### src/rtl/rf_wb_arbiter_if.sv
// rf_wb_arbiter_if: request/writeback bundle between the two writeback
// sources, the arbiter and the register file write port.
// Optional forwarding signals appear when RF_WB_FWD_EN is defined.
interface rf_wb_arbiter_if #(
  parameter int DATA_WIDTH = 32,
  parameter int ADDR_WIDTH = 5
);
  logic                       req0Valid, req1Valid;
  logic                       req0Ready, req1Ready;
  logic [ADDR_WIDTH-1:0]      req0Addr, req1Addr;
  logic [DATA_WIDTH-1:0]      req0Data, req1Data;
  logic                       regWrite;
  logic [ADDR_WIDTH-1:0]      writeAddr;
  logic [DATA_WIDTH-1:0]      dataIn;
  logic [(2**ADDR_WIDTH)-1:0] pendingMask;
`ifdef RF_WB_FWD_EN
  logic [ADDR_WIDTH-1:0]      fwdAddr0, fwdAddr1;
  logic                       fwdHit0, fwdHit1;
  logic [DATA_WIDTH-1:0]      fwdData0, fwdData1;
`endif

  // Source/decode side: drives requests, observes the rf port.
  modport master (
    output req0Valid, req1Valid, req0Addr, req1Addr, req0Data, req1Data,
    input  req0Ready, req1Ready, regWrite, writeAddr, dataIn, pendingMask
`ifdef RF_WB_FWD_EN
    , output fwdAddr0, fwdAddr1
    , input  fwdHit0, fwdHit1, fwdData0, fwdData1
`endif
  );

  // Arbiter side.
  modport slave (
    input  req0Valid, req1Valid, req0Addr, req1Addr, req0Data, req1Data,
    output req0Ready, req1Ready, regWrite, writeAddr, dataIn, pendingMask
`ifdef RF_WB_FWD_EN
    , input  fwdAddr0, fwdAddr1
    , output fwdHit0, fwdHit1, fwdData0, fwdData1
`endif
  );
endinterface

### src/rtl/rf_wb_arbiter.sv
// rf_wb_arbiter: two-source round-robin writeback arbiter for the single
// rf write port. One hold entry per source, registered rf drive, and a
// pending-write mask for decode stalls.
// Optional forwarding lookup is enabled with the RF_WB_FWD_EN macro.
module rf_wb_arbiter #(
  parameter int DATA_WIDTH = 32,
  parameter int ADDR_WIDTH = 5
) (
  input logic           clk,
  input logic           rst,
  rf_wb_arbiter_if.slave bus
);
  localparam int NUM_REGS = 2 ** ADDR_WIDTH;
  localparam int NSRC     = 2;

  logic [NSRC-1:0]                 hold_valid_q, hold_valid_d;
  logic [NSRC-1:0][ADDR_WIDTH-1:0] hold_addr_q, hold_addr_d;
  logic [NSRC-1:0][DATA_WIDTH-1:0] hold_data_q, hold_data_d;
  logic                            last_grant_q, last_grant_d;
  logic                            reg_write_q, reg_write_d;
  logic [ADDR_WIDTH-1:0]           write_addr_q, write_addr_d;
  logic [DATA_WIDTH-1:0]           data_in_q, data_in_d;

  logic [NSRC-1:0]                 req_valid, ready, grant, accept;
  logic [NSRC-1:0][ADDR_WIDTH-1:0] req_addr;
  logic [NSRC-1:0][DATA_WIDTH-1:0] req_data;
  logic                            grant_vld, grant_sel;
  logic [NUM_REGS-1:0]             pend;

  assign req_valid = {bus.req1Valid, bus.req0Valid};
  assign req_addr  = {bus.req1Addr,  bus.req0Addr};
  assign req_data  = {bus.req1Data,  bus.req0Data};

  // Round-robin grant: a lone valid hold wins; on a tie the source that
  // did not win last time goes first. Ready allows refill on grant.
  always_comb begin
    grant_vld = |hold_valid_q;
    grant_sel = (&hold_valid_q) ? ~last_grant_q : hold_valid_q[1];
    grant     = '0;
    if (grant_vld) grant[grant_sel] = 1'b1;
    ready     = ~hold_valid_q | grant;
    accept    = req_valid & ready;
  end

  // Hold entry update: accepted x0 writes are dropped, a granted entry
  // empties unless it is refilled at the same edge.
  always_comb begin
    hold_valid_d = hold_valid_q;
    hold_addr_d  = hold_addr_q;
    hold_data_d  = hold_data_q;
    for (int i = 0; i < NSRC; i++) begin
      if (accept[i] && (req_addr[i] != '0)) begin
        hold_valid_d[i] = 1'b1;
        hold_addr_d[i]  = req_addr[i];
        hold_data_d[i]  = req_data[i];
      end else if (grant[i]) begin
        hold_valid_d[i] = 1'b0;
      end
    end
  end

  // rf port drive: load the granted entry, otherwise drop regWrite and
  // keep the last address/data.
  always_comb begin
    reg_write_d  = 1'b0;
    write_addr_d = write_addr_q;
    data_in_d    = data_in_q;
    last_grant_d = last_grant_q;
    if (grant_vld) begin
      reg_write_d  = 1'b1;
      write_addr_d = hold_addr_q[grant_sel];
      data_in_d    = hold_data_q[grant_sel];
      last_grant_d = grant_sel;
    end
  end

  // State registers; reset favours source 0 on the first tie.
  always_ff @(posedge clk or posedge rst) begin
    if (rst) begin
      hold_valid_q <= '0;
      hold_addr_q  <= '0;
      hold_data_q  <= '0;
      last_grant_q <= 1'b1;
      reg_write_q  <= 1'b0;
      write_addr_q <= '0;
      data_in_q    <= '0;
    end else begin
      hold_valid_q <= hold_valid_d;
      hold_addr_q  <= hold_addr_d;
      hold_data_q  <= hold_data_d;
      last_grant_q <= last_grant_d;
      reg_write_q  <= reg_write_d;
      write_addr_q <= write_addr_d;
      data_in_q    <= data_in_d;
    end
  end

  // Pending mask: every in-flight destination, x0 never reported.
  always_comb begin
    pend = '0;
    for (int i = 0; i < NSRC; i++)
      if (hold_valid_q[i]) pend[hold_addr_q[i]] = 1'b1;
    if (reg_write_q) pend[write_addr_q] = 1'b1;
    pend[0] = 1'b0;
  end

  assign bus.req0Ready   = ready[0];
  assign bus.req1Ready   = ready[1];
  assign bus.regWrite    = reg_write_q;
  assign bus.writeAddr   = write_addr_q;
  assign bus.dataIn      = data_in_q;
  assign bus.pendingMask = pend;

`ifdef RF_WB_FWD_EN
  logic [NSRC-1:0][ADDR_WIDTH-1:0] fwd_addr;
  logic [NSRC-1:0]                 fwd_hit;
  logic [NSRC-1:0][DATA_WIDTH-1:0] fwd_data;

  assign fwd_addr = {bus.fwdAddr1, bus.fwdAddr0};

  // Forward lookup: youngest data wins, hold1 > hold0 > output register.
  always_comb begin
    fwd_hit  = '0;
    fwd_data = '0;
    for (int n = 0; n < NSRC; n++) begin
      if (fwd_addr[n] != '0) begin
        if (hold_valid_q[1] && hold_addr_q[1] == fwd_addr[n]) begin
          fwd_hit[n]  = 1'b1;
          fwd_data[n] = hold_data_q[1];
        end else if (hold_valid_q[0] && hold_addr_q[0] == fwd_addr[n]) begin
          fwd_hit[n]  = 1'b1;
          fwd_data[n] = hold_data_q[0];
        end else if (reg_write_q && write_addr_q == fwd_addr[n]) begin
          fwd_hit[n]  = 1'b1;
          fwd_data[n] = data_in_q;
        end
      end
    end
  end

  assign bus.fwdHit0  = fwd_hit[0];
  assign bus.fwdHit1  = fwd_hit[1];
  assign bus.fwdData0 = fwd_data[0];
  assign bus.fwdData1 = fwd_data[1];
`endif
endmodule

### src/flat_wrapper.sv
// flat-port wrapper written by rule: the top's interface ports become plain ports
module rf_wb_arbiter_flat 
#(
  parameter int DATA_WIDTH = 32,
  parameter int ADDR_WIDTH = 5
)
  (clk, rst, bus_req0Valid, bus_req1Valid, bus_req0Addr, bus_req1Addr, bus_req0Data, bus_req1Data, bus_req0Ready, bus_req1Ready, bus_regWrite, bus_writeAddr, bus_dataIn, bus_pendingMask);
  rf_wb_arbiter_if #(.DATA_WIDTH(DATA_WIDTH), .ADDR_WIDTH(ADDR_WIDTH)) bus_i ();
  input logic clk;
  input logic rst;
  input wire logic [$bits(bus_i.req0Valid)-1:0] bus_req0Valid;
  input wire logic [$bits(bus_i.req1Valid)-1:0] bus_req1Valid;
  input wire logic [$bits(bus_i.req0Addr)-1:0] bus_req0Addr;
  input wire logic [$bits(bus_i.req1Addr)-1:0] bus_req1Addr;
  input wire logic [$bits(bus_i.req0Data)-1:0] bus_req0Data;
  input wire logic [$bits(bus_i.req1Data)-1:0] bus_req1Data;
  output wire logic [$bits(bus_i.req0Ready)-1:0] bus_req0Ready;
  output wire logic [$bits(bus_i.req1Ready)-1:0] bus_req1Ready;
  output wire logic [$bits(bus_i.regWrite)-1:0] bus_regWrite;
  output wire logic [$bits(bus_i.writeAddr)-1:0] bus_writeAddr;
  output wire logic [$bits(bus_i.dataIn)-1:0] bus_dataIn;
  output wire logic [$bits(bus_i.pendingMask)-1:0] bus_pendingMask;
  assign bus_i.req0Valid = bus_req0Valid;
  assign bus_i.req1Valid = bus_req1Valid;
  assign bus_i.req0Addr = bus_req0Addr;
  assign bus_i.req1Addr = bus_req1Addr;
  assign bus_i.req0Data = bus_req0Data;
  assign bus_i.req1Data = bus_req1Data;
  assign bus_req0Ready = bus_i.req0Ready;
  assign bus_req1Ready = bus_i.req1Ready;
  assign bus_regWrite = bus_i.regWrite;
  assign bus_writeAddr = bus_i.writeAddr;
  assign bus_dataIn = bus_i.dataIn;
  assign bus_pendingMask = bus_i.pendingMask;
  rf_wb_arbiter #(.DATA_WIDTH(DATA_WIDTH), .ADDR_WIDTH(ADDR_WIDTH)) u_core (.clk(clk), .rst(rst), .bus(bus_i));
endmodule
### config.mk
export PLATFORM = sky130hd
export DESIGN_NAME = rf_wb_arbiter_flat
export DESIGN_NICKNAME = d
export VERILOG_FILES = /design/src/rtl/rf_wb_arbiter_if.sv /design/src/rtl/rf_wb_arbiter.sv /design/src/flat_wrapper.sv
export SDC_FILE = /design/constraint.sdc
export NUM_CORES = 1
export LEC_CHECK = 0
export CORE_MARGIN = 10
export CORE_UTILIZATION = 44
export DETAILED_ROUTE_END_ITERATION = 7
export GPL_TIMING_DRIVEN = 0
export MAX_ROUTING_LAYER = met4
export PLACE_DENSITY_LB_ADDON = 0.12
export SLEW_MARGIN = 20
export SYNTH_ARGS = -nofsm -noshare
export SYNTH_HDL_FRONTEND = slang
export SYNTH_SLANG_ARGS = --single-unit
### constraint.sdc
create_clock -name clk -period 3.4 [get_ports clk]
set_input_delay 0.51 -clock clk [delete_from_list [all_inputs] [get_ports clk]]
set_output_delay 0.51 -clock clk [all_outputs]
set_load 0.02 [all_outputs]
==> flow_metrics.py, run 1 <==
metrics = {
    "routing": {
        "wl_per_cell_um": 19.6,
        "drcViolationCount": 0,
        "drtIter0Drc": 354,
        "vias": 4371,
        "totalWireLength_mm": 15.7,
        "viasPerCell": 5.44,
        "dr.pass1.iters": 7,
        "ant_nets": 0,
    },
    "worst_setup_path": {
        "crit_path_max_fanout": 10,
        "critPathRequiredTime_ps": 2890,
        "crit_cells": 5,
        "cp_data_arrival_time_ps": 2730,
        "reg2reg_depth": 5,
        "r2r_start": "u_core.hold_valid_q[1]",
        "cp.buffers_inverters": 2,
        "r2r_end": "u_core.bus.dataIn[11]",
        "max_stage_delay_ps": 610,
        "critPathSlowestCell": "clkdlybuf4s50_1",
        "rrSetupSlack_ps": 1350,
        "critical_path.top_delay_family": "buffers and inverters",
        "critPathCaptureType": "primary output",
        "critPathKind": "reg2out",
        "setup.worst_path.start_class": "register",
        "path_cells": "clkbuf_1 -> nor3b_2 -> a22oi_1 -> nand2_1 -> clkdlybuf4s50_1",
    },
    "global_routing": {
        "met3_usage_pct": 6.21,
        "gr-usage-met1_pct": 22.1,
        "grt_busiest_layer": "met2",
        "grt_first_pass_wirelength_mm": 25.8,
        "grt.overflow.total": 0,
        "grt_util_met2_pct": 29.8,
        "grtUsageTotal_pct": 19.0,
        "first_global_vias": 4787,
        "antenna_found_initial": 0,
        "grt_start_max_net_pins": 35,
    },
    "floorplan": {
        "die_w_um": 131,
        "die_h_um": 131,
        "ios": 150,
        "dieArea_um2": 17200,
        "rows": 40,
        "core_um2": 12100,
        "start_util_pct": 45.1,
    },
    "logic_synthesis": {
        "synth_edf_count": 0,
        "avgSynthCellArea_um2": 12.0,
        "ys_seq_area_share_pct": 52.9,
        "synth_common_cells": "114 x dfrtp_1, 74 x mux2_2, 61 x nand2_1",
        "synth.top_cell.area_share_pct": 52.4,
        "synthDistinctLibCells": 32,
        "synth.largest_area_cell": "dfrtp_1",
        "synthFlopType": "dfrtp_1",
        "synth_area_leaders": "dfrtp_1 52%, mux2_2 15%, a22o_1 5.0%",
        "async_flop_share_pct": 100,
        "synth.most_common_cell": "dfrtp_1",
        "syn_inst": 454,
        "syn_area_um2": 5440,
        "synth_nets": 532,
        "ys.warnings.count": 0,
        "ys_ff_latch": 115,
    },
    "placement": {
        "port_buffers": 148,
        "dp_cells": 773,
        "gp_congestion": 0.812,
        "hpwl_mm": 11.3,
    },
    "clock_tree": {
        "cts_buffers": 17,
        "htree_levels": 4,
        "cts_sinks": 115,
        "cts_buffer_depth": 2,
        "root_buffer": "clkbuf_16",
        "ctsHoldBuffers": 0,
        "clk_pin_slew_worst_paths_ps": 50,
        "clk_latency_ps": 420,
        "cts_tree": "done",
    },
    "sta": {
        "fin_crit_sh_pct": 95.2,
        "rsz0062_at_grt": "no",
        "finalSetupViolCount": 0,
        "finalHoldViolations": 0,
        "slew_violations": 0,
        "slew_headroom_pct": 31.1,
        "tns_ps": 0,
        "timing.fmax_ghz": 0.309,
        "skew_ps": 15.5,
        "worst_pin_slew_ps": 1030,
        "min_period_ps": 3240,
    },
    "final_layout": {
        "layout.cells.non_filler": 804,
        "fin_nets": 702,
        "area_growth_pct": 42.8,
        "drive_above_1_share_pct": 19.5,
        "antenna_cells": 0,
        "fill_cells": 956,
        "final_util_pct": 64.5,
    },
    "run_status": {
        "status": "finished, final reports clean",
    },
    "min_path": {
        "hp-start": "u_core.hold_data_q[3]",
        "min_delay_path_depth": 1,
        "hold_class": "reg2reg",
        "holdPathEnd": "u_core.bus.dataIn[3]",
    },
    "pwr": {
        "p_leak_nw": 3.47,
        "p_per_area_nw_per_um2": 839,
        "ir_drop_v": 0.000448,
    },
    "run": {
        "drv_cap": 0,
    },
}
[cell type report]
type                    count  area [um^2]  share of cell area [%]
inverters                  10         41.3                   0.531
multi-input cells         295         2330                    30.0
plain buffers              34          203                    2.61
well taps                 168          210                    2.70
flip-flops and latches    115         2880                    37.0
clock inverters             8         77.6                   0.998
repair buffers            151         1540                    19.8
clock buffers              23          488                    6.28
[state kept, by name (all words and copies together) (netlist names)]
name and cells:
u_core.hold_data_q 64, u_core.bus.dataIn 32, u_core.hold_addr_q 10, u_core.bus.writeAddr 5
u_core.hold_valid_q 2, u_core.bus.regWrite 1, u_core.last_grant_q 1
[worst register-to-register path: cells and delay by family (launching register included)]
| kind | cells | cell delay [ps] |
|---|---|---|
| AO/OA/AOI/OAI | 3 | 600 |
| buffers and inverters | 2 | 990 |
| flip-flops | 1 | 420 |
[layer usage]
layer | vias to the layer above | part of all wire, %
met3 | 19 | 7.0
li1 | 2001 | -
met4 | 0 | 0.91
met5 | - | 0
met1 | 2180 | 44
met2 | 171 | 48
[metrics by stage]
| step | setup WS (ps) | area [um^2] | power (mW) | hold WS (ps) |
|---|---|---|---|---|
| after CTS | 18.7 | 7770 | 6.57 | 471 |
| after floorplan | 1380 | 5450 | 3.68 | 444 |
| final | 164 | 7770 | 6.52 | 469 |
| after detailed placement | 346 | 7200 | 4.85 | 460 |
| after global placement | 338 | 7140 | 4.77 | 450 |
| after global routing | 28.2 | 7770 | 6.88 | 490 |
[repair_timing]
action / in CTS / in global routing
setup endpoints to repair: 7 / 7
buffers inserted: 0 / 0
gates resized for setup: 1 / 1
[power breakdown]
| part | switching [mW] | internal [mW] | total, mW |
|---|---|---|---|
| sequential | 0.346 | 1.85 | 2.19 |
| clock | 0.607 | 1.07 | 1.68 |
| combinational | 1.34 | 1.30 | 2.65 |
| total | 2.29 | 4.23 | 6.52 |
[cell usage in the layout, fill, tap and decap left out, drive strengths merged, types with 9 or more instances in the layout]
cell type and n:
dfrtp 114, buf 13, nand2 61, mux2 78, clkbuf 47, a21o 31
clkdlybuf4s50 148, a22oi 29, inv 9, nor3b 12, and3b 15, a22o 31
[worst max-delay path by stage]
stage                                 from                   to  slack, ps
global placement    u_core.hold_valid_q[1]   bus_pendingMask[8]        340
detailed placement  u_core.hold_valid_q[1]   bus_pendingMask[8]        350
finish              u_core.hold_valid_q[1]  bus_pendingMask[24]        160
CTS                 u_core.hold_valid_q[0]   bus_pendingMask[4]         20
global route        u_core.hold_valid_q[1]  bus_pendingMask[19]         30
floorplan           u_core.hold_valid_q[1]  bus_pendingMask[16]       1380
[cells by family (layout without fill, tap and decap cells)]
kind of cell,after synthesis,count (layout),share of synthesized area (%)
DFF,115,115,52.9
AOI/OAI and AO/OA,113,113,16.5
and+or+nand+nor,103,103,10.0
muxes,78,78,16.1
buffers and inverters,44,226,4.41
other,1,1,0.0689
No activity file was read; power rests on OpenSTA's default activity.
==> run 2, diff against run 1 <==
==> constraint.sdc (replaced) <==
create_clock -name clk -period 3.4 [get_ports clk]
set_input_delay 0.68 -clock clk [delete_from_list [all_inputs] [get_ports clk]]
set_output_delay 0.68 -clock clk [all_outputs]
set_load 0.02 [all_outputs]
==> flow_metrics.py, run 2 (same netlist as run 1, synthesis figures left out) <==
metrics = {
    "min_path": {
        "min_delay_path_depth": 1,
        "hp-start": "u_core.hold_data_q[3]",
        "hold_class": "reg2reg",
    },
    "sta": {
        "min_period_ps": 3230,
        "finalSetupViolCount": 0,
        "rsz0062_at_grt": "no",
        "slew_headroom_pct": 56.6,
        "fin_crit_sh_pct": 94.9,
        "skew_ps": 10.6,
        "timing.fmax_ghz": 0.310,
        "slew_violations": 0,
        "worst_pin_slew_ps": 649,
        "setup_slack_ps": 174,
        "tns_ps": 0,
        "finalHoldViolations": 0,
        "hold_ws_ps": 469,
    },
    "global_routing": {
        "grt_first_pass_wirelength_mm": 25.8,
        "first_global_vias": 4789,
        "grt.overflow.total": 0,
        "grtUsageTotal_pct": 19.0,
        "antenna_found_initial": 0,
        "grt_start_max_net_pins": 35,
    },
    "worst_setup_path": {
        "startpoint": "u_core.hold_valid_q[1]",
        "crit_path_max_fanout": 10,
        "reg2reg_depth": 5,
        "r2r_start": "u_core.hold_valid_q[0]",
        "setup.worst_path.start_class": "register",
        "critPathRequiredTime_ps": 2720,
        "critPathKind": "reg2out",
        "critPathCaptureType": "primary output",
        "cp_data_arrival_time_ps": 2550,
    },
    "floorplan": {
        "die_w_um": 131,
        "ios": 150,
        "rows": 40,
        "start_util_pct": 45.1,
        "core_um2": 12100,
        "dieArea_um2": 17200,
        "die_h_um": 131,
    },
    "final_layout": {
        "area_growth_pct": 42.9,
        "final_cell_mix": "148 x clkdlybuf4s50_1, 114 x dfrtp_1, 74 x mux2_2, 61 x nand2_1",
        "layout.cells.non_filler": 803,
        "final_util_pct": 64.5,
        "final_common_cell": "clkdlybuf4s50_1",
        "antenna_cells": 0,
        "fin_nets": 701,
        "drive_above_1_share_pct": 19.8,
        "top_register": "u_core.hold_data_q",
        "largest_reg_flops": 64,
    },
    "placement": {
        "preCtsSetupSlack_ps": 176,
        "dp_cells": 773,
        "gp_congestion": 0.812,
        "hpwl_mm": 11.3,
        "port_buffers": 148,
    },
    "routing": {
        "ant_nets": 0,
        "drcViolationCount": 0,
        "vias": 4346,
        "dr.pass1.iters": 7,
        "viasPerCell": 5.41,
        "drtIter0Drc": 384,
        "wl_per_cell_um": 19.7,
        "totalWireLength_mm": 15.8,
    },
    "run": {
        "drv_cap": 0,
    },
    "run_status": {
        "status": "finished, final reports clean",
    },
    "pwr": {
        "p_leak_nw": 3.47,
        "p_per_area_nw_per_um2": 839,
        "ir_drop_v": 0.000448,
    },
    "clock_tree": {
        "cts_tree": "done",
        "root_buffer": "clkbuf_16",
        "clk_pin_slew_worst_paths_ps": 50,
        "cts_buffer_depth": 2,
        "cts_sinks": 115,
        "post_cts_buffers": 0,
        "clk_latency_ps": 410,
        "htree_levels": 4,
        "cts_buffers": 17,
    },
}
==> run 2: cell count changes in the layout (fill, tap and decap cells not counted), sizes merged <==
| cell | previous run | this run |
|---|---|---|
| clkbuf | 47 | 46 |
==> run 2: final timing paths <==
path / to / slack (ps)
setup reg to reg: u_core.bus.dataIn[11] / 1350
hold reg to reg: u_core.bus.dataIn[3] / 470
hold / removal: u_core.bus.dataIn[3] / 470
max in group asynchronous: u_core.last_grant_q / 1810
setup / recovery: bus_pendingMask[8] / 170
min in group asynchronous: u_core.bus.dataIn[26] / 710
==> run 2: metal layers <==
layer  up-vias  track usage [%]  routed length, um
li1       2005                -                  -
met1      2150             22.1               6940
met2       171             29.8               7610
met3        20             6.21               1080
met4         0             7.44                184
met5         -                -                  0
==> run 2: layout make-up <==
class	count	area, um^2
plain buffers	33	200
multi-input cells	295	2340
well taps	168	210
repair buffers	151	1540
clock inverters	8	77.6
clock buffers	23	488
inverters	10	41.3
flip-flops and latches	115	2880
fillers	955	4280
==> run 2: power breakdown <==
part,internal [mW],total (mW),leakage (nW),switching [mW]
sequential,1.85,2.19,1.35,0.347
combinational,1.31,2.65,1.85,1.34
clock,1.07,1.68,0.275,0.608
==> run 2: metrics by stage <==
step                      total power [mW]  area [um^2]
after global placement                4.77         7140
after global routing                  6.88         7780
after floorplan                       3.68         5450
after CTS                             6.57         7770
final                                 6.52         7780
after detailed placement              4.85         7200
==> run 2: worst max-delay path: stages (launching register included) <==
cell	delay [ps]
dfrtp_1	410
clkbuf_2	250
nor3b_2	560
a22oi_1	200
nand2_1	110
clkdlybuf4s50_1	600
==> run 2: timing repair <==
| action | in CTS | in global routing |
|---|---|---|
| hold buffers | 0 | 0 |
| gates resized for setup | 2 | 3 |
| pin swaps | 0 | 0 |
| endpoints found under the setup margin | 7 | 23 |
==> run 3, diff against run 2 <==
Settings changed: CORE_MARGIN 10 to 3, GPL_TIMING_DRIVEN 0 to default, PLACE_DENSITY from default to 0.84, PLACE_DENSITY_LB_ADDON 0.12 to default.
==> flow_metrics.py, run 3 (same netlist as run 1, synthesis figures left out) <==
metrics = {
    "sta": {
        "timing.fmax_ghz": 0.329,
        "fin_crit_sh_pct": 89.4,
        "skew_ps": 8.90,
        "finalSetupViolCount": 0,
        "tns_ps": 0,
        "min_period_ps": 3040,
        "rsz0062_at_grt": "no",
        "slew_headroom_pct": 52.3,
        "worst_pin_slew_ps": 714,
        "hold_ws_ps": 481,
        "slew_violations": 0,
        "setup_slack_ps": 361,
        "finalHoldViolations": 0,
    },
    "global_routing": {
        "grt_start_max_net_pins": 116,
        "first_global_vias": 4595,
        "grt_first_pass_wirelength_mm": 23.7,
        "grtUsageTotal_pct": 23.2,
        "grt.overflow.total": 0,
        "antenna_found_initial": 1,
    },
    "final_layout": {
        "area_growth_pct": 41.1,
        "drive_above_1_share_pct": 20.2,
        "fill_cells": 892,
        "top_register": "u_core.hold_data_q",
        "largest_reg_flops": 64,
        "final_util_pct": 65.3,
        "finish.instance_area_um2": 7680,
        "fin_nets": 675,
        "final_common_cell": "clkdlybuf4s50_1",
        "final_cell_mix": "148 x clkdlybuf4s50_1, 114 x dfrtp_1, 74 x mux2_2, 61 x nand2_1",
        "layout.cells.non_filler": 775,
    },
    "floorplan": {
        "die_w_um": 117,
        "rows": 39,
        "ios": 150,
        "die_h_um": 117,
        "core_um2": 11800,
        "dieArea_um2": 13700,
        "start_util_pct": 46.3,
    },
    "clock_tree": {
        "clk_pin_slew_worst_paths_ps": 50,
        "cts_tree": "done",
        "cts_sinks": 115,
        "root_buffer": "clkbuf_16",
        "clk_latency_ps": 400,
        "cts_buffer_depth": 2,
        "ctsHoldBuffers": 0,
        "ctsResizeCount": 0,
        "cts_buffers": 17,
        "post_cts_buffers": 0,
        "htree_levels": 4,
    },
    "routing": {
        "vias": 4312,
        "wl_per_cell_um": 19.2,
        "totalWireLength_mm": 14.9,
        "viasPerCell": 5.56,
        "drcViolationCount": 0,
        "drtIter0Drc": 221,
        "ant_nets": 0,
        "dr.pass1.iters": 5,
    },
    "placement": {
        "gp_congestion": 0.841,
        "dp_cells": 742,
        "port_buffers": 148,
        "hpwl_mm": 9.99,
        "place_area_um2": 7060,
        "preCtsSetupSlack_ps": 593,
    },
    "pwr": {
        "p_sw_share_pct": 34.1,
        "pwr-share-comb_pct": 38.0,
        "pwr-share-clk_pct": 27.8,
        "ir_drop_v": 0.000575,
        "p_switching_mw": 2.27,
        "p_per_area_nw_per_um2": 866,
        "fin_total_pwr_mw": 6.65,
        "p_seq_share_pct": 34.2,
        "intPower_mw": 4.38,
        "p_leak_nw": 3.45,
    },
    "worst_setup_path": {
        "critPathKind": "reg2out",
        "cp_data_arrival_time_ps": 2360,
        "crit_path_max_fanout": 15,
        "critPathCaptureType": "primary output",
        "setup.worst_path.start_class": "register",
        "critPathRequiredTime_ps": 2720,
    },
    "min_path": {
        "hold_class": "reg2reg",
    },
    "run": {
        "drv_cap": 0,
    },
    "run_status": {
        "status": "finished, final reports clean",
    },
}
## run 3: changes by cell type in the layout (fill, tap and decap cells not counted), sizes merged
cell and delta:
buf -3, clkbuf -25, diode +1, clkinv +1, bufinv +3, clkinvlp -1
## run 3: power groups by stage
| stage | sequential, mW | combinational [mW] | clock [mW] |
|---|---|---|---|
| 2_1_floorplan | 2.39 | 1.30 | 0 |
| 3_3_place_gp | 2.24 | 2.45 | 0 |
| 3_5_place_dp | 2.26 | 2.51 | 0 |
| 4_1_cts | 2.26 | 2.55 | 1.87 |
| 5_1_grt | 2.33 | 2.70 | 1.95 |
| 6_report | 2.27 | 2.53 | 1.85 |
## run 3: cell type report
| cell class | instances | area, um^2 | area share, % |
|---|---|---|---|
| antenna | 1 | 2.50 | 0.0326 |
| timing repair buffer | 158 | 1590 | 20.8 |
| inverter | 10 | 41.3 | 0.538 |
| clock inverter | 11 | 158 | 2.05 |
| multi-input combinational | 295 | 2340 | 30.5 |
| clock buffer | 21 | 460 | 5.99 |
| sequential | 115 | 2880 | 37.5 |
| tap | 164 | 205 | 2.67 |
## run 3: final timing paths
| path | to | cells after the start | slack (ps) | start |
|---|---|---|---|---|
| min reg2reg | u_core.bus.dataIn[4] | 1 | 480 | u_core.hold_data_q[4] |
| max in group asynchronous | u_core.bus.writeAddr[1] | 3 | 2140 | rst |
| max reg2reg | u_core.bus.dataIn[22] | 4 | 1340 | u_core.hold_valid_q[1] |
| max | bus_pendingMask[11] | 4 | 360 | u_core.hold_valid_q[1] |
| min in group asynchronous | u_core.hold_addr_q[5] | 3 | 780 | rst |
| min | u_core.bus.dataIn[4] | 1 | 480 | u_core.hold_data_q[4] |
## run 3: critical path: stages, from the launching register on
cell,delay (ps)
dfrtp_1,640
and3_1,450
a22oi_1,150
nand2_1,110
clkdlybuf4s50_1,610
## run 3: metal layers
layer | global-route usage [%] | vias to the layer above | routed length (um)
met2 | 37.6 | 208 | 7490
met1 | 27.9 | 2133 | 6010
met3 | 5.81 | 26 | 1050
li1 | - | 1945 | -
met5 | - | - | 0
met4 | 8.79 | 0 | 352
